## src/rtl/sort_pkg.sv

```systemverilog
// Shared definitions for the odd-even transposition sorter: order encoding,
// stage-parity constants and the index-tag width helper.
package sort_pkg;

  typedef enum logic {
    ORD_ASC  = 1'b0,
    ORD_DESC = 1'b1
  } order_e;

  localparam int PARITY_EVEN = 0;
  localparam int PARITY_ODD  = 1;

  // Width of an element index tag; never zero, even for a 1-element vector.
  function automatic int idx_w(input int n);
    return (n > 1) ? $clog2(n) : 1;
  endfunction

  // Even stages pair (0,1),(2,3)...; odd stages pair (1,2),(3,4)...
  function automatic int stage_parity(input int k);
    return ((k % 2) == 0) ? PARITY_EVEN : PARITY_ODD;
  endfunction

endpackage

```

## src/rtl/odd_even_sort_pipe_if.sv

```systemverilog
// Vector stream interface for odd_even_sort_pipe: upstream valid/ready with
// data and order select, downstream valid/ready with sorted data, busy flag.
// Optional macro SORT_INDEX_EN adds the o_index tag output.
interface odd_even_sort_pipe_if #(
  parameter int NUM_VALS  = 8,
  parameter int SIZE_DATA = 8
);
  import sort_pkg::*;

`ifdef SORT_INDEX_EN
  localparam int IDX_W = idx_w(NUM_VALS);
`endif

  logic                                i_valid;
  logic                                o_ready;
  logic [NUM_VALS-1:0][SIZE_DATA-1:0]  i_data;
  logic                                i_descend;
  logic                                o_valid;
  logic                                i_ready;
  logic [NUM_VALS-1:0][SIZE_DATA-1:0]  o_data;
  logic                                o_busy;
`ifdef SORT_INDEX_EN
  logic [NUM_VALS-1:0][IDX_W-1:0]      o_index;
`endif

  // Sorter side.
  modport slave (
    input  i_valid, i_data, i_descend, i_ready,
`ifdef SORT_INDEX_EN
    output o_index,
`endif
    output o_ready, o_valid, o_data, o_busy
  );

  // Producer/consumer side.
  modport master (
    output i_valid, i_data, i_descend, i_ready,
`ifdef SORT_INDEX_EN
    input  o_index,
`endif
    input  o_ready, o_valid, o_data, o_busy
  );

endinterface

```

## src/rtl/cas_unit.sv

```systemverilog
// Single compare-exchange cell. Swaps only on strict out-of-order so equal
// elements keep their relative position (stable sort).
module cas_unit
  import sort_pkg::*;
#(
  parameter int SIZE_DATA = 8
) (
  input  logic [SIZE_DATA-1:0] a_i,
  input  logic [SIZE_DATA-1:0] b_i,
  input  logic                 descend_i,
  input  logic                 signed_i,
  output logic [SIZE_DATA-1:0] lo_o,
  output logic [SIZE_DATA-1:0] hi_o,
  output logic                 swap_o
);

  logic a_gt_b;
  logic b_gt_a;

  // Magnitude comparison in the selected number format.
  always_comb begin
    if (signed_i) begin
      a_gt_b = $signed(a_i) > $signed(b_i);
      b_gt_a = $signed(b_i) > $signed(a_i);
    end else begin
      a_gt_b = a_i > b_i;
      b_gt_a = b_i > a_i;
    end
  end

  assign swap_o = (order_e'(descend_i) == ORD_DESC) ? b_gt_a : a_gt_b;
  assign lo_o   = swap_o ? b_i : a_i;
  assign hi_o   = swap_o ? a_i : b_i;

endmodule

```

## src/rtl/odd_even_sort_pipe.sv

```systemverilog
// Pipelined odd-even transposition sorter: NUM_VALS registered stages, one
// vector per cycle, global stall enable driven by the output handshake.
// Optional macro SORT_INDEX_EN carries original-position tags to o_index.
module odd_even_sort_pipe
  import sort_pkg::*;
#(
  parameter int NUM_VALS   = 8,
  parameter int SIZE_DATA  = 8,
  parameter int SIGNED_CMP = 0
) (
  input  logic                i_clk,
  input  logic                i_rst_n,
  odd_even_sort_pipe_if.slave bus
);

  localparam logic SGN_MODE = 1'(SIGNED_CMP != 0);

  typedef logic [NUM_VALS-1:0][SIZE_DATA-1:0] vec_t;

  vec_t                data_q  [NUM_VALS];
  vec_t                data_d  [NUM_VALS];
  vec_t                stg_in  [NUM_VALS];
  logic [NUM_VALS-1:0] vld_q;
  logic [NUM_VALS-1:0] vld_d;
  logic [NUM_VALS-2:0] desc_q;
  logic [NUM_VALS-1:0] desc_in;
  logic                ce;

`ifdef SORT_INDEX_EN
  localparam int IDX_W = idx_w(NUM_VALS);
  typedef logic [NUM_VALS-1:0][IDX_W-1:0] tag_t;
  tag_t tag_q  [NUM_VALS];
  tag_t tag_d  [NUM_VALS];
  tag_t tag_in [NUM_VALS];
`endif

  // Whole pipeline moves together; a full output slot blocks everything.
  assign ce      = !vld_q[NUM_VALS-1] || bus.i_ready;
  assign vld_d   = {vld_q[NUM_VALS-2:0], bus.i_valid};
  assign desc_in = {desc_q, bus.i_descend};

  for (genvar k = 0; k < NUM_VALS; k++) begin : g_stage
    localparam int P = stage_parity(k);

    if (k == 0) begin : g_src_in
      assign stg_in[k] = bus.i_data;
`ifdef SORT_INDEX_EN
      for (genvar e = 0; e < NUM_VALS; e++) begin : g_tag_init
        assign tag_in[k][e] = IDX_W'(e);
      end
`endif
    end else begin : g_src_reg
      assign stg_in[k] = data_q[k-1];
`ifdef SORT_INDEX_EN
      assign tag_in[k] = tag_q[k-1];
`endif
    end

    for (genvar j = 0; j < NUM_VALS / 2; j++) begin : g_pair
      localparam int LO = 2 * j + P;
      if (LO + 1 < NUM_VALS) begin : g_cas
`ifdef SORT_INDEX_EN
        logic swap;
`else
        logic swap_unused;
`endif
        cas_unit #(.SIZE_DATA(SIZE_DATA)) u_cas (
          .a_i       (stg_in[k][LO]),
          .b_i       (stg_in[k][LO+1]),
          .descend_i (desc_in[k]),
          .signed_i  (SGN_MODE),
          .lo_o      (data_d[k][LO]),
          .hi_o      (data_d[k][LO+1]),
`ifdef SORT_INDEX_EN
          .swap_o    (swap)
`else
          .swap_o    (swap_unused)
`endif
        );
`ifdef SORT_INDEX_EN
        assign tag_d[k][LO]   = swap ? tag_in[k][LO+1] : tag_in[k][LO];
        assign tag_d[k][LO+1] = swap ? tag_in[k][LO]   : tag_in[k][LO+1];
`endif
      end
    end

    // Odd stages leave the first and last element untouched.
    if (P == PARITY_ODD) begin : g_edge
      assign data_d[k][0]          = stg_in[k][0];
      assign data_d[k][NUM_VALS-1] = stg_in[k][NUM_VALS-1];
`ifdef SORT_INDEX_EN
      assign tag_d[k][0]           = tag_in[k][0];
      assign tag_d[k][NUM_VALS-1]  = tag_in[k][NUM_VALS-1];
`endif
    end
  end

  // Stage registers: valid, order select and data advance on ce; bubbles too.
  always_ff @(posedge i_clk or negedge i_rst_n) begin
    if (!i_rst_n) begin
      vld_q  <= '0;
      desc_q <= '0;
      for (int k = 0; k < NUM_VALS; k++) data_q[k] <= '0;
    end else if (ce) begin
      vld_q  <= vld_d;
      desc_q <= desc_in[NUM_VALS-2:0];
      for (int k = 0; k < NUM_VALS; k++) data_q[k] <= data_d[k];
    end
  end

`ifdef SORT_INDEX_EN
  // Position tags follow their elements through every swap.
  always_ff @(posedge i_clk or negedge i_rst_n) begin
    if (!i_rst_n) begin
      for (int k = 0; k < NUM_VALS; k++) tag_q[k] <= '0;
    end else if (ce) begin
      for (int k = 0; k < NUM_VALS; k++) tag_q[k] <= tag_d[k];
    end
  end

  assign bus.o_index = tag_q[NUM_VALS-1];
`endif

  assign bus.o_ready = ce;
  assign bus.o_valid = vld_q[NUM_VALS-1];
  assign bus.o_data  = data_q[NUM_VALS-1];
  assign bus.o_busy  = |vld_q;

endmodule

```

## src/flat_wrapper.sv

```systemverilog
// flat-port wrapper written by rule: the top's interface ports become plain ports
module odd_even_sort_pipe_flat import sort_pkg::*;
#(
  parameter int NUM_VALS   = 8,
  parameter int SIZE_DATA  = 8,
  parameter int SIGNED_CMP = 0
)
  (i_clk, i_rst_n, bus_i_valid, bus_i_data, bus_i_descend, bus_i_ready, bus_o_ready, bus_o_valid, bus_o_data, bus_o_busy);
  odd_even_sort_pipe_if #(.NUM_VALS(NUM_VALS), .SIZE_DATA(SIZE_DATA)) bus_i ();
  input  logic i_clk;
  input  logic i_rst_n;
  input wire logic [$bits(bus_i.i_valid)-1:0] bus_i_valid;
  input wire logic [$bits(bus_i.i_data)-1:0] bus_i_data;
  input wire logic [$bits(bus_i.i_descend)-1:0] bus_i_descend;
  input wire logic [$bits(bus_i.i_ready)-1:0] bus_i_ready;
  output wire logic [$bits(bus_i.o_ready)-1:0] bus_o_ready;
  output wire logic [$bits(bus_i.o_valid)-1:0] bus_o_valid;
  output wire logic [$bits(bus_i.o_data)-1:0] bus_o_data;
  output wire logic [$bits(bus_i.o_busy)-1:0] bus_o_busy;
  assign bus_i.i_valid = bus_i_valid;
  assign bus_i.i_data = bus_i_data;
  assign bus_i.i_descend = bus_i_descend;
  assign bus_i.i_ready = bus_i_ready;
  assign bus_o_ready = bus_i.o_ready;
  assign bus_o_valid = bus_i.o_valid;
  assign bus_o_data = bus_i.o_data;
  assign bus_o_busy = bus_i.o_busy;
  odd_even_sort_pipe #(.NUM_VALS(NUM_VALS), .SIZE_DATA(SIZE_DATA), .SIGNED_CMP(SIGNED_CMP)) u_core (.i_clk(i_clk), .i_rst_n(i_rst_n), .bus(bus_i));
endmodule
```

## config.mk

```make
export PLATFORM = sky130hd
export DESIGN_NAME = odd_even_sort_pipe_flat
export DESIGN_NICKNAME = d
export VERILOG_FILES = /design/src/rtl/sort_pkg.sv /design/src/rtl/odd_even_sort_pipe_if.sv /design/src/rtl/cas_unit.sv /design/src/rtl/odd_even_sort_pipe.sv /design/src/flat_wrapper.sv
export SDC_FILE = /design/constraint.sdc
export NUM_CORES = 2
export LEC_CHECK = 0
export BUFFER_PORTS_ARGS = -buffer_cell sky130_fd_sc_hd__buf_2
export CORE_ASPECT_RATIO = 1.5
export CORE_MARGIN = 8
export CORE_UTILIZATION = 45
export CTS_CLUSTER_SIZE = 16
export DETAILED_ROUTE_END_ITERATION = 7
export SLEW_MARGIN = 25
export SYNTH_ARGS = -nofsm -noshare
export SYNTH_HDL_FRONTEND = slang
export SYNTH_HIERARCHICAL = 1
export SYNTH_SLANG_ARGS = --single-unit
```

## constraint.sdc

```tcl
create_clock -name i_clk -period 3.92 [get_ports i_clk]
set_clock_uncertainty 0.15 [all_clocks]
set_input_delay 0.196 -clock i_clk [delete_from_list [all_inputs] [get_ports i_clk]]
set_output_delay 0.196 -clock i_clk [all_outputs]
set_load 0.03 [all_outputs]
```

# Word level (Yosys, flattened, before mapping)
# Cells that the tools add are included.
# totals
register_bits,527
inputBits,69
word_cells,209
ramBits,0
output_inout_bits,67
n_memories,0
rom_bits,0
latch_bits,0
# classes
bitwise,0
magnitude_cmp,56
muxes,84
reduce_logical,3
n_addsub,0
n_eq_ne,0
mul,0
shift,0
div,0
# ops
op,n
greater-than comparator 8 bit,56
two-way mux 8 bit,56
two-way mux 1 bit,28
OR reduction 8 bit,1
zero test 1 bit,1
logical OR 1 bit,1

# Longest topological paths before layout
# depth
word_depth,3
ltp_mapped,11
mapped_depth_nobuf,9

# Hierarchy
# Netlist, hierarchy kept.
# by_module_without_submodules
module,cells_per_inst,area_each_um2,n_inst,seq_area_each_um2
odd_even_sort_pipe,1182,20282.0,1,13187.6
cas_unit,83,656.9,28,0.0

# Worst setup path after synthesis
# OpenSTA, ideal clock, no wires.
# synth_timing
path_kind,register to register
startpoint,"register, netlist name u_core/data_q[263]"
endpoint,"register, netlist name u_core/data_d[133]"
path_slack_ps,1290
setup_ps,125
required_time_ps,3645
synth_period_minus_slack_ps,2630
t_arrival_ps,2355
n_path_buf,2
path_stages_with_launch,12
path_cell_list,dfrtp_1 -> inv_1 -> ha_1 -> nand4_4 -> o221ai_1 -> a21oi_1 -> a21oi_1 -> a2111o_1 -> buf_6 -> buf_6 -> mux2i_1 -> mux2_2

==> out/qor.tcl <==
set qor(status) {finished, final reports clean}
set qor(rsz0062_at_grt) {no}
set qor(globalRouteOverflowTotal) 0
set qor(floorplan.core_area_mm2) 0.0851
set qor(setup_viol) 0
set qor(final_layout_size_suffix_gt1_share_pct) 22.3
set qor(postCtsSetupBuffers) 0
set qor(grt_start_max_net_pins) 97
set qor(cpPeakStageDelay_ps) 580
set qor(fillers) 7813
set qor(final_antenna_net_count) 0
set qor(post_synth_instance_area_mm2) 0.0386
set qor(place.gp.congestion) 0.916
set qor(clock_latency_ps) 630
set qor(number_of_max_capacitance_violations_reported) 0
set qor(finalWirelength_um) 80400
set qor(clock-root-buffer) {clkbuf_16}
set qor(place_worst_setup_slack_ps) 725
set qor(synthesis.area_per_instance_um2) 11.1
set qor(global_route_wire_length_before_repair_um) 134000
set qor(core.rowCount) 131
set qor(layout_min_cycle_time_ps) 3570
set qor(vias) 25300
set qor(tritoncts.num_buffers) 57
set qor(worst_r2r_path_depth) 10
set qor(critPathRequiredTime_ps) 4270
set qor(numPortBuffers) 135
set qor(final_net_count) 4300
set qor(worst_hold_check_slack_ps) 205
set qor(r2r_setup_slack_ps) 650
set qor(crit_path_max_fanout) 13
set qor(floorplan.initialDensity_pct) 45.3
set qor(vias_per_cell) 5.11
set qor(yosysWarningCount) 6
set qor(fp.dieArea_mm2) 0.0955
set qor(dp.final_hpwl_um) 62000
set qor(crit-reg2reg-capture) {u_core/data_q[110]}
set qor(cp_cell_sequence) {dlygate4sd3_1 -> buf_2 -> inv_1 -> ha_1 -> nand4_4 -> o221ai_1 -> a21oi_1 -> nor4b_1 -> a2111o_1 -> buf_4 -> mux2i_1 -> dlygate4sd3_1 -> mux2_2}
set qor(area_of_the_multi_input_gates_mm2) 0.0219
set qor(tritoncts) {built}
set qor(crit_path_end) {u_core/data_d[389]}
set qor(cts-root-to-sink-buffers) 3
set qor(setup-tns-final_ps) 0
set qor(crit-reg2reg-launch) {u_core/data_q[167]}
set qor(timing.critical_path.max_delay_family) {buffers and inverters}
set qor(via_count_of_the_first_global_routing_pass) 26200
set qor(cp_num_buf_inv) 5
set qor(die_w_um) 255
set qor(boundaryPins) 136
set qor(worst_ep_arrival_time_ps) 3930
set qor(hold_class) {in2reg}
set qor(cts_max_level) 2
set qor(critical-path-slowest-cell) {a2111o_1}
set qor(die_height_um) 375
set qor(gr-usage-all-layers_pct) 16.9
set qor(crit_start) {bus_i_data[7]}
set qor(grt_antenna_before_repair) 1
set qor(critPathLaunchType) {input pin}
set qor(dpl-instance-area_mm2) 0.0399
set qor(number_of_max_slew_violations_in_the_final_report) 0
set qor(firstDrtPassIters) 5
set qor(first_iter_violations) 996
set qor(postSynthCellCount) 3478
set qor(worst_setup_hold_path_clk_slew_ps) 60
set qor(wl_per_cell_um) 16.2
set qor(area_growth_syn_to_layout_pct) 11.1
set qor(layout_worst_path_cycle_share_pct) 91.1
set qor(final_instance_area_mm2) 0.0429
set qor(worstSetupEndpointType) {flip-flop}
set qor(worst-slew-pin-transition_ps) 751
set qor(post-route-drc-count) 0
set qor(regArea_mm2) 0.0132
set qor(max_freq_mhz) 280
set qor(timing.final.ws_setup_ps) 347
set qor(worstSetupPathDepth) 13
set qor(critical-path-top-cell-by-count) {dlygate4sd3_1}
set qor(clkSinkCount) 527
set qor(hold_viol_final) 0
set qor(worst_slew_margin_rel_pct) 49.9
set qor(criticalPathCategory) {in2reg}
## state kept, by name, summed over array words and instances (netlist names)
name               flops
u_core/bus.o_data     64
u_core/data_d         64
u_core/data_q        384
u_core/desc_q          7
u_core/vld_q           8
## per-layer routing
layer	up-vias	global-route usage, %	share of wire (%)
met5	-	0	0.016
met1	12300	19.8	42
li1	12500	-	-
met4	2	5.81	3.4
met2	299	31.2	52
met3	144	2.26	2.8
## layout by cell type (no fill, tap or decap), types with 14 or more instances in the layout
cell type,count
buf_4,39
mux2i_1,476
a2111o_1,28
o221ai_1,56
o211ai_1,28
nor4b_1,28
conb_1,140
nor3_1,28
nand3_1,28
a21oi_1,196
inv_1,588
nor2_1,56
ha_1,448
nor2_2,28
mux2_2,526
nand2_1,57
clkbuf_1,14
nand4_4,28
dlygate4sd3_1,101
a2111oi_1,28
clkbuf_16,57
a21o_1,56
or3_1,28
mux2_1,28
nand4_1,28
dfrtp_1,527
buf_2,134
clkbuf_8,14
## worst min path at each step
stage                              start                    to  slack (ps)  cells after the start
final                        bus_i_valid       u_core/vld_q[0]         210                      3
after global placement           i_rst_n    u_core/data_d[389]          80                      1
after global routing         bus_i_valid       u_core/vld_q[0]         170                      3
after detailed placement         i_rst_n    u_core/data_d[389]          90                      1
after CTS                 bus_i_data[31]    u_core/data_q[471]           4                      4
after floorplan                  i_rst_n  u_core/bus.o_data[0]        -250                      0
## layout make-up
class	count	area share, %
antenna	1	0.00584
sequential	527	30.8
clock inverter	14	0.531
tap	1130	3.30
inverter	588	5.15
multi-input combinational	2323	51.2
clock buffer	85	3.90
timing repair buffer	286	5.16
## repair_timing
item | CTS | global route
hold buffers | 100 | 1
hold endpoints to repair | 174 | 1
resized for setup | 0 | 0
## metrics by stage
| stage | std cells | util (%) |
|---|---|---|
| 2_1_floorplan | 3617 | - |
| 3_3_place_gp | 4753 | 47.0 |
| 3_5_place_dp | 4753 | 47.0 |
| 4_1_cts | 4952 | 50.4 |
| 5_1_grt | 4953 | 50.4 |
| 6_report | 4954 | 50.4 |
## worst register-to-register path, cell delays in order (launching register included)
cell and delay (ps):
dfrtp_1 380, inv_1 100, ha_1 400, nand4_4 170
o221ai_1 130, a21oi_1 270, nor4b_1 380, a2111o_1 580
buf_4 250, mux2i_1 80, mux2_2 260
Power is not shown: default switching activity piles up to over one toggle a cycle in this logic, so the estimate is an artifact.
